<file path="src/rtl/arb_pkg.sv">
// Shared definitions for the seven-requester tri-state bus arbiter.
package arb_pkg;

    localparam int unsigned NREQ   = 7;
    localparam int unsigned ID_W   = 3;
    localparam int unsigned TCNT_W = 8;

    localparam logic [ID_W-1:0] ID_NONE = 3'd0;

    typedef enum logic [1:0] {
        IDLE  = 2'b00,
        GRANT = 2'b01,
        TURN  = 2'b10
    } state_t;

    // Decode a priority index (0 = none) into a one-hot grant vector.
    function automatic logic [NREQ:1] id_to_onehot(input logic [ID_W-1:0] id);
        logic [NREQ:1] oh;
        oh = '0;
        for (int i = 1; i <= int'(NREQ); i++) begin
            if (id == ID_W'(i)) begin
                oh[i] = 1'b1;
            end
        end
        return oh;
    endfunction

endpackage

</file>
<file path="src/rtl/bus_arbiter7_arb.sv">
// Arbitration stage: applies the preemption mask, then picks a winner through priority7.
module bus_arbiter7_arb
    import arb_pkg::*;
(
    input  logic [NREQ:1]   req,
    input  logic [NREQ:1]   mask,
    output logic [NREQ:1]   win_c,
    output logic [ID_W-1:0] win_id_c
);

    logic [NREQ:1] masked;
    logic [NREQ:1] arb_in;

    // A masked requester still wins when nobody else is asking.
    always_comb begin
        masked = req & ~mask;
        arb_in = (masked != '0) ? masked : req;
    end

    priority7 u_enc (
        .req (arb_in),
        .id  (win_id_c)
    );

    always_comb begin
        win_c = id_to_onehot(win_id_c);
    end

endmodule

</file>
<file path="src/rtl/priority7.sv">
// Fixed-priority encoder: index of the lowest set request bit, 0 when none.
module priority7 (
    input  logic [7:1] req,
    output logic [2:0] id
);

    // Scan from the lowest priority up so the highest-priority hit is written last.
    always_comb begin
        id = 3'd0;
        for (int i = 7; i >= 1; i--) begin
            if (req[i]) begin
                id = 3'(i);
            end
        end
    end

endmodule

</file>
<file path="src/rtl/bus_arbiter7.sv">
// Seven-way tri-state bus arbiter: fixed priority, tenure-limited grants and a
// one-cycle turnaround between drivers.
module bus_arbiter7
    import arb_pkg::*;
#(
    parameter int unsigned TENURE = 8
) (
    input  logic            clk,
    input  logic            rst,
    input  logic [NREQ:1]   req,
    output logic [NREQ:1]   gnt,
    output logic [ID_W-1:0] gnt_id,
    output logic            busy
);

    localparam logic [TCNT_W-1:0] TEN_LAST = TCNT_W'(TENURE - 1);
    localparam logic [TCNT_W-1:0] TEN_MAX  = TCNT_W'(TENURE);

    state_t            state, state_n;
    logic [NREQ:1]     gnt_n;
    logic [ID_W-1:0]   gnt_id_n;
    logic              busy_n;
    logic [TCNT_W-1:0] tcnt, tcnt_n;
    logic [NREQ:1]     mask, mask_n;
    logic [NREQ:1]     win;
    logic [ID_W-1:0]   win_id;

    bus_arbiter7_arb u_arb (
        .req      (req),
        .mask     (mask),
        .win_c    (win),
        .win_id_c (win_id)
    );

    always_ff @(posedge clk or posedge rst) begin
        if (rst) begin
            state  <= IDLE;
            gnt    <= '0;
            gnt_id <= ID_NONE;
            busy   <= 1'b0;
            tcnt   <= '0;
            mask   <= '0;
        end else begin
            state  <= state_n;
            gnt    <= gnt_n;
            gnt_id <= gnt_id_n;
            busy   <= busy_n;
            tcnt   <= tcnt_n;
            mask   <= mask_n;
        end
    end

    // Next state plus next values of the registered outputs.
    always_comb begin
        state_n  = state;
        gnt_n    = gnt;
        gnt_id_n = gnt_id;
        tcnt_n   = tcnt;
        mask_n   = mask;

        if ((req & mask) == '0) begin
            mask_n = '0;
        end

        case (state)
            IDLE, TURN: begin
                state_n  = IDLE;
                gnt_n    = '0;
                gnt_id_n = ID_NONE;
                tcnt_n   = '0;
                if (win_id != ID_NONE) begin
                    state_n  = GRANT;
                    gnt_n    = win;
                    gnt_id_n = win_id;
                    mask_n   = '0;
                end
            end
            GRANT: begin
                if (tcnt != TEN_MAX) begin
                    tcnt_n = tcnt + TCNT_W'(1);
                end
                // Release wins over tenure expiry, so no mask in that case.
                if ((req & gnt) == '0) begin
                    state_n  = TURN;
                    gnt_n    = '0;
                    gnt_id_n = ID_NONE;
                end else if (tcnt == TEN_LAST && (req & ~gnt) != '0) begin
                    state_n  = TURN;
                    mask_n   = gnt;
                    gnt_n    = '0;
                    gnt_id_n = ID_NONE;
                end
            end
            default: begin
                state_n  = IDLE;
                gnt_n    = '0;
                gnt_id_n = ID_NONE;
                tcnt_n   = '0;
                mask_n   = '0;
            end
        endcase

        busy_n = (state_n == GRANT);
    end

endmodule

</file>
<file path="config.mk">
export PLATFORM = sky130hd
export DESIGN_NAME = bus_arbiter7
export DESIGN_NICKNAME = d
export VERILOG_FILES = /design/src/rtl/arb_pkg.sv /design/src/rtl/bus_arbiter7_arb.sv /design/src/rtl/priority7.sv /design/src/rtl/bus_arbiter7.sv
export SDC_FILE = /design/constraint.sdc
export NUM_CORES = 1
export LEC_CHECK = 0
export CAP_MARGIN = 20
export CORE_MARGIN = 1.5
export CORE_UTILIZATION = 40
export CTS_CLUSTER_SIZE = 12
export DETAILED_ROUTE_END_ITERATION = 8
export PLACE_DENSITY = 0.6
export SLEW_MARGIN = 20
export SYNTH_ARGS = -nofsm -noshare
export SYNTH_HDL_FRONTEND = slang
export SYNTH_SLANG_ARGS = --single-unit
</file>
<file path="constraint.sdc">
create_clock -name clk -period 2.2 [get_ports clk]
set_input_delay 0.44 -clock clk [delete_from_list [all_inputs] [get_ports clk]]
set_output_delay 0.44 -clock clk [all_outputs]
set_load 0.005 [all_outputs]
</file>
==> results of run 1 <==
## metrics by stage
step	util (%)	TNS (ns)	setup WS [ns]	std cells
CTS	56.6	0	0.0141	265
global placement	54.6	-2.75	-0.316	260
detailed placement	54.6	-2.82	-0.358	260
global route	57.7	0	0.0115	265
finish	57.7	0	0.0685	265
floorplan	-	0	0.182	168
## logic make-up after synthesis
group / after synthesis / synth area share, %
AO/OA/AOI/OAI: 43 / 20.6
XOR/XNOR: 6 / 3.33
adder cells (fa/ha/maj): 2 / 1.58
buffers and inverters: 16 / 3.80
flip-flops: 28 / 44.3
multiplexers: 1 / 0.633
AND/OR/NAND/NOR: 72 / 25.7
## where the power goes
part	switching (uW)	internal [uW]
combinational	250	246
sequential	86.7	588
clock	156	160
## tightest hold or removal path, cell delays in order, from the launching register on
cell and delay [ns]:
dfrtp_1 0.36, nand2_1 0.06, nand2_1 0.05
## layer usage
layer  GRT usage, %  up-vias  wire, um
met5              0        -         0
met4           5.99        0        38
met3           3.24        4       295
met2           33.7       62      1920
met1           30.6      721      1840
li1               -      725         -
## sequential cells by signal, indices dropped and copies added, names as in the netlist
signal / count
state: 2
tcnt: 8
mask: 7
gnt_id: 3
busy: 1
gnt: 7
## cell usage after synthesis, types with 2 or more instances
cell type   n
a21oi_1     8
a222oi_1    2
a22o_1      3
a22oi_1     5
a31oi_1     4
a32o_1      4
a41o_1      2
and3_1      3
and4b_1     2
clkbuf_1    2
dfrtp_1    28
ha_1        2
inv_1      13
nand2_1     7
nand2b_1    6
nand3_1    21
nor2_1     17
nor2b_4     2
nor3_1      2
o21ai_0     4
o22ai_1     2
or3_1       2
xor2_1      5
## area by class of cell
type | instances | area [um^2] | area share (%)
Tap cell | 48 | 60.1 | 2.80
Clock buffer | 4 | 55.1 | 2.57
Timing Repair Buffer | 48 | 415 | 19.4
Multi-Input combinational cell | 124 | 865 | 40.3
Inverter | 13 | 48.8 | 2.28
Sequential cell | 28 | 701 | 32.7
## worst max-delay path by stage
stage | to | slack (ns) | cells past startpoint | startpoint
6_report | gnt[6]$_DFFE_PP0P_ | 0.07 | 7 | req[4]
5_1_grt | gnt[5]$_DFFE_PP0P_ | 0.01 | 7 | req[6]
4_1_cts | gnt[6]$_DFFE_PP0P_ | 0.01 | 7 | req[5]
3_5_place_dp | gnt[6]$_DFFE_PP0P_ | -0.36 | 7 | req[5]
3_3_place_gp | gnt[4]$_DFFE_PP0P_ | -0.32 | 7 | req[5]
2_1_floorplan | gnt[4]$_DFFE_PP0P_ | 0.18 | 6 | req[5]
## timing repair
item / CTS / global route
gates resized for setup: 3 / 8
setup endpoints to repair: 4 / 9
hold endpoints to repair: 0 / 0
pin swaps: 5 / 7
buffers inserted: 1 / 0
==> results_dict.tcl, run 1 <==
set metrics [dict create \
    cp.arrival_ns 2.30 \
    antenna_found_initial 0 \
    cp.buffers_inverters 1 \
    path_delay_family "compound AO/OA/AOI/OAI gates" \
    worstSetupPathType "in -> reg" \
    rows 22 \
    drv_cap 0 \
    place_congestion 0.877 \
    hold_path_end "gnt_id[1]$_DFFE_PP0P_" \
    synth_top_area_share_pct 44.3 \
    rsz0062_at_grt "no" \
    slew_viol_final 0 \
    synth_area_leaders "dfrtp_1 44%, nand3_1 6.7%, nor2_1 4.0%" \
    min_path_cells 2 \
    reg2regPathDepth 6 \
    cts_made_buffers 3 \
    h-tree-depth 1 \
    die_area_mm2 0.00434 \
    max_freq_mhz 469 \
    ir_drop_mv 0.673 \
    min_path_type "reg -> reg" \
    drtPass1Iterations 4 \
    cpPeakStageDelay_ns 0.42 \
    synthCells 168 \
    synth_ff_type "dfrtp_1" \
    layout_common_cells "28 x dfrtp_1, 28 x buf_4, 21 x nand3_1, 17 x nor2_1, 16 x clkdlybuf4s50_1" \
    yosysWarnings 0 \
    yosysTopAreaCell "dfrtp_1" \
    hold_violations 0 \
    p_per_area_mw_per_mm2 693 \
    slew_headroom_pct 76.0 \
    reg2reg_slack_ns 0.10 \
    cts_num_sinks 28 \
    holdWs_ns 0.494 \
    fp.dieH_um 65.9 \
    p_total_uw 1490 \
    wl_per_cell_um 15.5 \
    grt_usage_pct 21.4 \
    critPathMaxFanout 4 \
    vias 1512 \
    outcome "complete, no violations" \
    p_leak_uw 0.000958 \
    worstHoldStart "gnt_id[1]$_DFFE_PP0P_" \
    grt_max_degree 29 \
    clkTransAtPathRegs_ns 0.10 \
    endpoint_kind "register" \
    async_reset_ff_share_pct 100 \
    syn_to_final_growth_pct 35.7 \
    ys_seq_area_share_pct 44.3 \
    drt_wl_total_um 4100 \
    drive_gt1_share_pct 21.2 \
    fillers 343 \
    fin_area_mm2 0.00214 \
    clock_tree.root_cell "clkbuf_8" \
    clock_skew_ns 0.0106 \
    finalSetupViolCount 0 \
    worstReg2RegEnd "gnt[6]$_DFFE_PP0P_" \
    grt-ovfl-total 0 \
    start_kind "input port" \
    drt_iter0_markers 103 \
    worstPathCellList "dlygate4sd2_1 > nor2b_4 > or3_4 > o41a_1 > a211oi_2 > nor3_4 > a32o_1" \
    ant_nets 0 \
    place_area_mm2 0.00203 \
    yosysUniqueCellTypes 45 \
    coreArea_mm2 0.00372 \
    synthesis.nets 179 \
    final_nets 229 \
    min_period_over_period_pct 96.9 \
    syn-cell-area_mm2 0.00158 \
    pin_count 20 \
    io_buffer_count 19 \
    min_period_ns 2.13 \
    synth_edf_count 0 \
    slowest_stage "o41a_1" \
    grt_pass1_vias 1523 \
    cts_tree "yes" \
    diodes 0 \
    hold_buffers 0 \
    synth_area_per_cell_um2 9.41 \
    initial_utilization_pct 42.5 \
    cts_buffer_depth 2 \
    required_ns 2.37 \
    drc 0 \
    die_x_um 65.9 \
    ys_ff_latch 28 \
    clk_latency_ns 0.28 \
    via_per_inst 5.71 \
    dp_hpwl_um 3120 \
    grt_pass1_wl_um 7190 \
    tightest_slew_ns 0.356 \
    reg2reg_from "mask[5]$_DFF_PP0_" \
]
No activity file was read; power rests on OpenSTA's default activity.
==> inputs of run 2 (changes only) <==
--- a/config.mk
+++ b/config.mk
@@ -6,11 +6,13 @@
 export NUM_CORES = 1
 export LEC_CHECK = 0
 export CAP_MARGIN = 20
+export CELL_PAD_IN_SITES_DETAIL_PLACEMENT = 2
+export CELL_PAD_IN_SITES_GLOBAL_PLACEMENT = 2
 export CORE_MARGIN = 1.5
-export CORE_UTILIZATION = 40
+export CORE_UTILIZATION = 34
 export CTS_CLUSTER_SIZE = 12
 export DETAILED_ROUTE_END_ITERATION = 8
-export PLACE_DENSITY = 0.6
+export PLACE_DENSITY = 0.77
 export SLEW_MARGIN = 20
 export SYNTH_ARGS = -nofsm -noshare
 export SYNTH_HDL_FRONTEND = slang
==> run 2 against run 1 <==
Power rose by 0.61%; first-iteration DRC count fell by 27%; core utilization fell by 9.2 points; clock power rose by 6.6%; via count rose by 4.5%; routed wire length rose by 31%; final cell count rose by 2.3%; largest cell class unchanged; largest power group unchanged; die area rose by 17%; combinational power fell by 2%; count of clock-buffer cells in the layout did not move; highest routed layer unchanged; maximum frequency fell by 1.5%.
==> results_dict.tcl, run 2 (synthesis results as in run 1) <==
set metrics [dict create \
    cts_num_sinks 28 \
    top_register "tcnt" \
    tightest_slew_ns 0.367 \
    multi_input_area_um2 842 \
    p_comb_share_pct 32.4 \
    p_total_uw 1490 \
    layout.cells.non_filler 271 \
    pwr-share-seq_pct 45.1 \
    fin_tns_setup_ns 0 \
    diodes 0 \
    grt-ovfl-total 0 \
    p_per_area_mw_per_mm2 699 \
    drtPass1Iterations 4 \
    cp.arrival_ns 2.35 \
    drt_wl_total_um 5390 \
    antenna_found_initial 0 \
    min_period_ns 2.16 \
    p_sw_uw 515 \
    clk_latency_ns 0.28 \
    regArea_um2 702 \
    final_nets 231 \
    clkPwrFrac_pct 22.5 \
    hold_buffers 0 \
    syn_to_final_growth_pct 35.4 \
    path_delay_family "compound AO/OA/AOI/OAI gates" \
    dp.cells 266 \
    worstHoldStart "gnt_id[1]$_DFFE_PP0P_" \
    cts_tree "yes" \
    slew_viol_final 0 \
    wl_per_cell_um 19.9 \
    grt_usage_pct 22.4 \
    required_ns 2.38 \
    h-tree-depth 1 \
    largest_reg_flops 8 \
    drt_iter0_markers 75 \
    top_regs "tcnt (8), gnt (7), mask (7)" \
    initial_utilization_pct 35.8 \
    via_per_inst 5.83 \
    fillers 480 \
    critPathMaxFanout 6 \
    final_common_cell "buf_4" \
    clock_skew_ns 0.00263 \
    min_period_over_period_pct 98.4 \
    ir_drop_mv 0.434 \
    endpoint_kind "register" \
    worstPathCellList "dlygate4sd2_1 > nor2b_4 > or3_4 > o41a_1 > a211oi_2 > nor3_4 > a32o_1" \
    rows 24 \
    layout_common_cells "31 x buf_4, 27 x dfrtp_1, 21 x nand3_1, 16 x nor2_1, 16 x clkdlybuf4s50_1" \
    p_int_uw 980 \
    pin_count 20 \
    grt_pass1_wl_um 8960 \
    swShare_pct 34.4 \
    worstSetupPathType "in -> reg" \
    hold_violations 0 \
    cpPeakStageDelay_ns 0.42 \
    rsz0062_at_grt "yes" \
    cts_buffer_depth 2 \
    startpoint "req[4]" \
    finalSetupViolCount 0 \
    die_area_mm2 0.00507 \
    grt_pass1_vias 1797 \
    max_freq_mhz 462 \
    place_congestion 0.869 \
    die_x_um 71.2 \
    cp.buffers_inverters 1 \
    vias 1580 \
    drive_gt1_share_pct 21.9 \
    coreArea_mm2 0.00441 \
    dp_hpwl_um 4280 \
    start_kind "input port" \
    reg2reg_from "mask[5]$_DFF_PP0_" \
    io_buffer_count 19 \
    cts_made_buffers 3 \
    drv_cap 0 \
    p_leak_uw 0.000966 \
    ant_nets 0 \
    drc 0 \
    fp.dieH_um 71.2 \
    slew_headroom_pct 75.3 \
    min_path_type "reg -> reg" \
    clkTransAtPathRegs_ns 0.10 \
    slowest_stage "o41a_1" \
    outcome "complete, no violations" \
    clock_tree.root_cell "clkbuf_8" \
    grt_max_degree 29 \
]
==> run 2: worst register-to-register path, cell delays in order (launching register included) <==
cell and delay (ns):
dfrtp_2 0.43, nor2b_4 0.05, or3_4 0.39, o41a_1 0.42
a211oi_2 0.35, nor3_4 0.12, a32o_1 0.27
==> run 2: worst paths after layout <==
check,cells after the start,end,slack (ns)
max reg2reg,6,gnt[4]$_DFFE_PP0P_,0.07
max in group asynchronous,3,mask[5]$_DFF_PP0_,1.38
min in group asynchronous,3,busy$_DFF_PP0_,0.52
min reg2reg,2,gnt_id[1]$_DFFE_PP0P_,0.49
min,2,gnt_id[1]$_DFFE_PP0P_,0.49
max,7,gnt[4]$_DFFE_PP0P_,0.04
==> run 2: layout make-up <==
| type | count | share of cell area [%] |
|---|---|---|
| multi-input combinational | 124 | 39.4 |
| sequential | 28 | 32.8 |
| timing repair buffer | 50 | 19.9 |
| tap | 52 | 3.04 |
| clock buffer | 4 | 2.57 |
| inverter | 13 | 2.28 |
==> run 2: per-stage QoR <==
| step | instance area (um^2) | hold WS, ns | worst slack [ns] | util [%] |
|---|---|---|---|---|
| 6_report | 2140 | 0.486 | 0.0358 | 48.5 |
| 3_5_place_dp | 2050 | 0.476 | -0.387 | 46.4 |
| 5_1_grt | 2140 | 0.514 | -0.00367 | 48.5 |
| 3_3_place_gp | 2050 | 0.453 | -0.325 | 46.4 |
| 4_1_cts | 2110 | 0.498 | -0.0129 | 47.8 |
| 2_1_floorplan | 1580 | 0.463 | 0.182 | - |
==> run 2: metal layers <==
layer	wire (um)	vias to the layer above	global-route usage, %
met5	0	-	0
met4	129	0	8.39
met3	148	15	2.56
met2	2750	37	39.7
met1	2360	802	27.9
li1	-	726	-
==> run 2: what timing repair did <==
item,4_1_cts,5_1_grt
gates resized for setup,4,7
hold endpoints to repair,0,0
pin swaps,5,5
setup endpoints to repair,6,6
setup buffers,0,1
==> run 2: power groups by stage <==
stage,clock network (uW),registers (uW),logic [uW]
finish,337,674,484
global route,358,689,537
CTS,337,676,492
detailed placement,0,686,488
global placement,0,674,462
floorplan,0,660,246
==> inputs of run 3 (changes only) <==
--- a/config.mk
+++ b/config.mk
@@ -5,7 +5,7 @@
 export SDC_FILE = /design/constraint.sdc
 export NUM_CORES = 1
 export LEC_CHECK = 0
-export CAP_MARGIN = 20
+export CAP_MARGIN = 25
 export CELL_PAD_IN_SITES_DETAIL_PLACEMENT = 2
 export CELL_PAD_IN_SITES_GLOBAL_PLACEMENT = 2
 export CORE_MARGIN = 1.5
==> results of run 3 <==
Same layout as run 2: the final DEF is identical, and so are final timing and power.
